File: src/rtl/configure.sv
// Shared configuration for the AXI line-burst adapter.
// Holds the FSM state encoding and the default burst length.
package configure;

   localparam int BEATS_DEFAULT = 4;

   typedef enum logic [2:0] {
      IDLE,
      READ,
      WRITE,
      RESP,
      DONE
   } state_t;

endpackage

File: src/rtl/axi_burst.sv
// Turns one cache-line request into a single AXI4 INCR burst.
// Ports: line-side request (axi_*), AXI4 master channels (m_axi_*).
module axi_burst
   import configure::*;
#(
   parameter int BEATS = BEATS_DEFAULT
) (
   input  logic                 clock,
   input  logic                 reset,
   input  logic                 axi_valid,
   input  logic                 axi_instr,
   input  logic [31:0]          axi_addr,
   input  logic [32*BEATS-1:0]  axi_wdata,
   input  logic [4*BEATS-1:0]   axi_wstrb,
   output logic [32*BEATS-1:0]  axi_rdata,
   output logic                 axi_ready,
   output logic                 axi_error,
   output logic [31:0]          m_axi_awaddr,
   output logic [7:0]           m_axi_awlen,
   output logic [1:0]           m_axi_awburst,
   output logic [2:0]           m_axi_awprot,
   output logic                 m_axi_awvalid,
   input  logic                 m_axi_awready,
   output logic [31:0]          m_axi_wdata,
   output logic [3:0]           m_axi_wstrb,
   output logic                 m_axi_wlast,
   output logic                 m_axi_wvalid,
   input  logic                 m_axi_wready,
   input  logic [1:0]           m_axi_bresp,
   input  logic                 m_axi_bvalid,
   output logic                 m_axi_bready,
   output logic [31:0]          m_axi_araddr,
   output logic [7:0]           m_axi_arlen,
   output logic [1:0]           m_axi_arburst,
   output logic [2:0]           m_axi_arprot,
   output logic                 m_axi_arvalid,
   input  logic                 m_axi_arready,
   input  logic [31:0]          m_axi_rdata,
   input  logic [1:0]           m_axi_rresp,
   input  logic                 m_axi_rlast,
   input  logic                 m_axi_rvalid,
   output logic                 m_axi_rready
);

   localparam int LB = BEATS * 4;
   localparam int CW = (BEATS > 1) ? $clog2(BEATS) : 1;
   localparam logic [CW-1:0] LAST = CW'(BEATS - 1);

   state_t state, state_nx;

   logic [31:0]         addr_q;
   logic                instr_q;
   logic [32*BEATS-1:0] wdata_q;
   logic [4*BEATS-1:0]  wstrb_q;
   logic [32*BEATS-1:0] line_q;
   logic [32*BEATS-1:0] line_nx;
   logic [32*BEATS-1:0] rdata_q;
   logic [CW-1:0]       cnt;
   logic                err;
   logic                aw_done;
   logic                w_done;
   logic                ar_done;

   assign m_axi_awaddr  = addr_q;
   assign m_axi_araddr  = addr_q;
   assign m_axi_awlen   = 8'(BEATS - 1);
   assign m_axi_arlen   = 8'(BEATS - 1);
   assign m_axi_awburst = 2'b01;
   assign m_axi_arburst = 2'b01;
   assign m_axi_awprot  = {instr_q, 2'b00};
   assign m_axi_arprot  = {instr_q, 2'b00};
   assign m_axi_wdata   = wdata_q[32*int'(cnt) +: 32];
   assign m_axi_wstrb   = wstrb_q[4*int'(cnt) +: 4];
   assign m_axi_wlast   = (cnt == LAST);
   assign axi_rdata     = rdata_q;

   // Line with the current read beat merged in, so the
   // published line can be updated on the final beat itself.
   always_comb begin
      line_nx = line_q;
      line_nx[32*int'(cnt) +: 32] = m_axi_rdata;
   end

   always_comb begin
      state_nx      = state;
      m_axi_arvalid = 1'b0;
      m_axi_rready  = 1'b0;
      m_axi_awvalid = 1'b0;
      m_axi_wvalid  = 1'b0;
      m_axi_bready  = 1'b0;
      axi_ready     = 1'b0;
      axi_error     = 1'b0;
      unique case (state)
         IDLE: begin
            if (axi_valid)
               state_nx = (axi_wstrb == '0) ? READ : WRITE;
         end
         READ: begin
            m_axi_arvalid = !ar_done;
            m_axi_rready  = 1'b1;
            if (m_axi_rvalid && m_axi_rlast)
               state_nx = DONE;
         end
         WRITE: begin
            m_axi_awvalid = !aw_done;
            m_axi_wvalid  = !w_done;
            // AW and the last W may finish in either order or together.
            if ((aw_done || m_axi_awready) &&
                (w_done || (m_axi_wready && cnt == LAST)))
               state_nx = RESP;
         end
         RESP: begin
            m_axi_bready = 1'b1;
            if (m_axi_bvalid)
               state_nx = DONE;
         end
         DONE: begin
            axi_ready = 1'b1;
            axi_error = err;
            state_nx  = IDLE;
         end
         default: state_nx = IDLE;
      endcase
   end

   always_ff @(posedge clock or posedge reset) begin
      if (reset) begin
         state   <= IDLE;
         addr_q  <= '0;
         instr_q <= 1'b0;
         wdata_q <= '0;
         wstrb_q <= '0;
         line_q  <= '0;
         rdata_q <= '0;
         cnt     <= '0;
         err     <= 1'b0;
         aw_done <= 1'b0;
         w_done  <= 1'b0;
         ar_done <= 1'b0;
      end else begin
         state <= state_nx;
         unique case (state)
            IDLE: begin
               if (axi_valid) begin
                  addr_q  <= axi_addr & ~32'(LB - 1);
                  instr_q <= axi_instr;
                  wdata_q <= axi_wdata;
                  wstrb_q <= axi_wstrb;
                  cnt     <= '0;
                  err     <= 1'b0;
                  aw_done <= 1'b0;
                  w_done  <= 1'b0;
                  ar_done <= 1'b0;
               end
            end
            READ: begin
               if (!ar_done && m_axi_arready)
                  ar_done <= 1'b1;
               if (m_axi_rvalid) begin
                  line_q <= line_nx;
                  // Surplus beats keep landing in the last slot.
                  if (cnt != LAST)
                     cnt <= cnt + 1'b1;
                  if (m_axi_rresp != 2'b00)
                     err <= 1'b1;
                  if (m_axi_rlast)
                     rdata_q <= line_nx;
               end
            end
            WRITE: begin
               if (!aw_done && m_axi_awready)
                  aw_done <= 1'b1;
               if (!w_done && m_axi_wready) begin
                  if (cnt == LAST)
                     w_done <= 1'b1;
                  else
                     cnt <= cnt + 1'b1;
               end
            end
            RESP: begin
               if (m_axi_bvalid)
                  err <= (m_axi_bresp != 2'b00);
            end
            DONE: ;
            default: ;
         endcase
      end
   end

endmodule

File: config.mk
export PLATFORM = sky130hd
export DESIGN_NAME = axi_burst
export DESIGN_NICKNAME = d
export VERILOG_FILES = /design/src/rtl/configure.sv /design/src/rtl/axi_burst.sv
export SDC_FILE = /design/constraint.sdc
export NUM_CORES = 1
export LEC_CHECK = 0
export ABC_AREA = 1
export CORE_MARGIN = 3
export CORE_UTILIZATION = 51
export DETAILED_ROUTE_END_ITERATION = 10
export PLACE_DENSITY = 0.82
export RECOVER_POWER = 50
export SKIP_LAST_GASP = 1
export SYNTH_ARGS = -nofsm -noshare
export SYNTH_HDL_FRONTEND = slang
export SYNTH_SLANG_ARGS = --single-unit
File: constraint.sdc
create_clock -name clock -period 16.86 [get_ports clock]
set_input_delay 3.372 -clock clock [delete_from_list [all_inputs] [get_ports clock]]
set_output_delay 3.372 -clock clock [all_outputs]
set_load 0.005 [all_outputs]
==> metrics.txt <==
port bufs 447; Period Utilization, post-route 61.3%; RD Place Congestion 0.927; post-synthesis mux area share 0%; Simple-Gate Fraction of Synth Area 17.9%; drt first pass iters 5; worst reg2reg startpoint state[2]; Post-DRT Antenna Nets 0; DR top layer met5; Leak 0.0124 uW; Compound-Gate Fraction of Synth Area 17.4%; Top Ports 484; status finished, violations left; Final Slew Violations 538; total CTS buffers 47; final-report setup violation count 0; fin area 0.0260 sq mm; Startpoint Class primary input; FF/Latch Area 0.0110 sq mm; critical path class in2reg; worst clock skew 0.0230 ns; Total Power 4660 uW; post-synthesis cell count 2504; critical path arrival 10.84 ns; dpl cell area 0.0244 sq mm; yosys warns 0; RSZ-0062 raised after global routing no; sequential fraction of the synthesis area 53.4%; reg2reg end line_q[118]; DRC 0; routed wl met3 6130 um; Setup WS post-layout 6.53 ns; pre-CTS WS 10.38 ns; gr ovfl total 0; area of the multi-input gates 0.00744 sq mm; r2r worst-path depth 8; M1 wire length 22900 um; GRT Overall Usage 29.2%; FMAX 96.8 MHz; HP Start err; Routed WL per cell 19.0 um; Inst Count DP 3271; synthesis-to-layout area growth 26.4%; Slew headroom -206%; failing checks capacitance limit, slew limit; minimum clock period 10.33 ns; # resized after CTS 0; main combinational cell family by area after synthesis simple AND/OR/NAND/NOR gates; peak fanout along the critical path 95; crit path capture type register; first-pass GRT wire length 98700 um; CTS clk-pin slew, worst paths 0.06 ns; Root Driver clkbuf_16; die area 0.0427 sq mm; Max clock buf depth 3; dpl hpwl 41300 um; Setup Fix Bufs, Post-CTS 0; Routed WL 63800 um; final hold viol count 0; pwr/cell area 179 mW/mm^2; wire length on met2 31600 um; worst slew pin tran 4.57 ns; antenna violations before repair 5; Hold Crit Endpoint err; vias in the first global route 18535; CTS hold repair buffers 0; layout cells sized above 1 3.87%; Die Ht 207 um; DR vias/cell 5.59; Required @ worst endpoint 17.36 ns; largest net degree at the start of global routing 191; Total Nets Final 3029; Hold Path Stages 2; xor and xnor fraction of the mapped netlist area 0%; CORE AREA 0.0392 sq mm; DRT iter0 DRCs 1479; CTS tree done; depth of the CTS H-tree 2; Finished Layout Cells 3361; Fillers 3079; Synth cell types 28; # rows 72; adder-cell share of the synthesized area 0.305%; maxcap violations 6; Max IR drop VDD 97.2 uV; Starting Density 52.4%; Skew-Pair Late Insertion Delay 0.58 ns; R2R Setup Slk 9.34 ns; total number of vias 18799; #FFs+latches synth 438; TNS Setup 0 ns; Die Span X 207 um; worst min path class reg2reg; Mapped Area 0.0205 sq mm; CTS Sinks 438; Avg Inst Size Synth 8.20 sq um
## placed cells by master, fill, tap and decap left out, types with 2 or more instances in the layout
| cell type | n |
|---|---|
| nand2_4 | 2 |
| inv_1 | 175 |
| dlygate4sd3_1 | 188 |
| o21ai_0 | 495 |
| nand2_1 | 803 |
| o22ai_1 | 166 |
| ha_1 | 5 |
| o21ai_1 | 10 |
| clkinv_2 | 7 |
| clkdlybuf4s50_1 | 259 |
| a21oi_1 | 3 |
| clkbuf_1 | 12 |
| nor2_1 | 98 |
| buf_4 | 20 |
| inv_6 | 3 |
| inv_2 | 3 |
| nand3_1 | 42 |
| conb_1 | 32 |
| dfrtp_1 | 437 |
| nor3_1 | 2 |
| clkinvlp_2 | 3 |
| diode_2 | 4 |
| clkbuf_8 | 15 |
| clkbuf_16 | 48 |
## metal layers
metal  vias to the layer above  GRT usage [%]
met5                         -              0
met4                         2           14.1
met3                       179           6.95
met2                       987           49.5
met1                      8997           35.2
li1                       8634              -
## cell type report
type / instances / area share, %
clock buffer: 73 / 5.57
inverter: 182 / 2.65
tap: 518 / 2.50
antenna: 4 / 0.0386
clock inverter: 13 / 0.458
sequential: 438 / 42.2
timing repair buffer: 470 / 17.9
multi-input combinational: 1663 / 28.6
## cell usage after synthesis (all sizes together)
master / n / area (sq um)
dfrtp: 438 / 11000
nor2: 100 / 407
or2: 1 / 6.26
nand2: 805 / 3040
o22ai: 166 / 1040
inv: 182 / 683
a21oi: 3 / 15.0
buf: 139 / 1120
nand4: 1 / 6.26
nand3: 42 / 210
ha: 5 / 62.6
and3: 1 / 6.26
clkbuf: 112 / 433
o21ai: 505 / 2530
nor3: 2 / 10.0
conb: 2 / 7.51
## flip-flops by register name, indices dropped and copies added, names as in the netlist
signal / count
ar_done: 1
aw_done: 1
axi_rdata: 128
cnt: 2
err: 1
instr_q: 1
line_q: 128
m_axi_araddr: 28
state: 3
w_done: 1
wdata_q: 128
wstrb_q: 16
## stage by stage
stage	hold slack, ns	utilization [%]
detailed placement	0.466	62.3
global placement	0.457	62.3
finish	0.478	66.3
global route	0.508	66.3
floorplan	0.435	-
CTS	0.482	66.3
## power by group
part           leakage, uW  internal (uW)  switching (uW)
sequential         0.00560           1520             235
clock             0.000774            606             429
combinational      0.00603            803            1070
total               0.0124           2920            1740
## cell families (layout without fill, tap and decap cells)
group | after synthesis | count (layout)
flops | 438 | 438
buf+inv | 433 | 738
simple gates | 952 | 952
compound gates | 674 | 674
other cells | 2 | 36
fa+ha+maj | 5 | 5
## critical path: stages
cell	delay (ns)
dlygate4sd3_1	0.54
clkinvlp_2	2.01
nor2_4	0.56
clkbuf_1	2.95
buf_4	0.97
nand2_1	0.18
nand2_1	0.13
## worst max-delay path by stage
stage	startpoint	endpoint	slack [ns]	depth (start not counted)
4_1_cts	cnt[0]	m_axi_wdata[16]	10.19	5
3_3_place_gp	reset	m_axi_araddr[19]	10.47	4
2_1_floorplan	reset	ar_done	1.29	1
6_report	axi_valid	wdata_q[78]	6.53	7
5_1_grt	m_axi_rvalid	line_q[48]	5.92	6
3_5_place_dp	reset	m_axi_araddr[28]	10.38	4
Power figures use the tool's default switching activity.
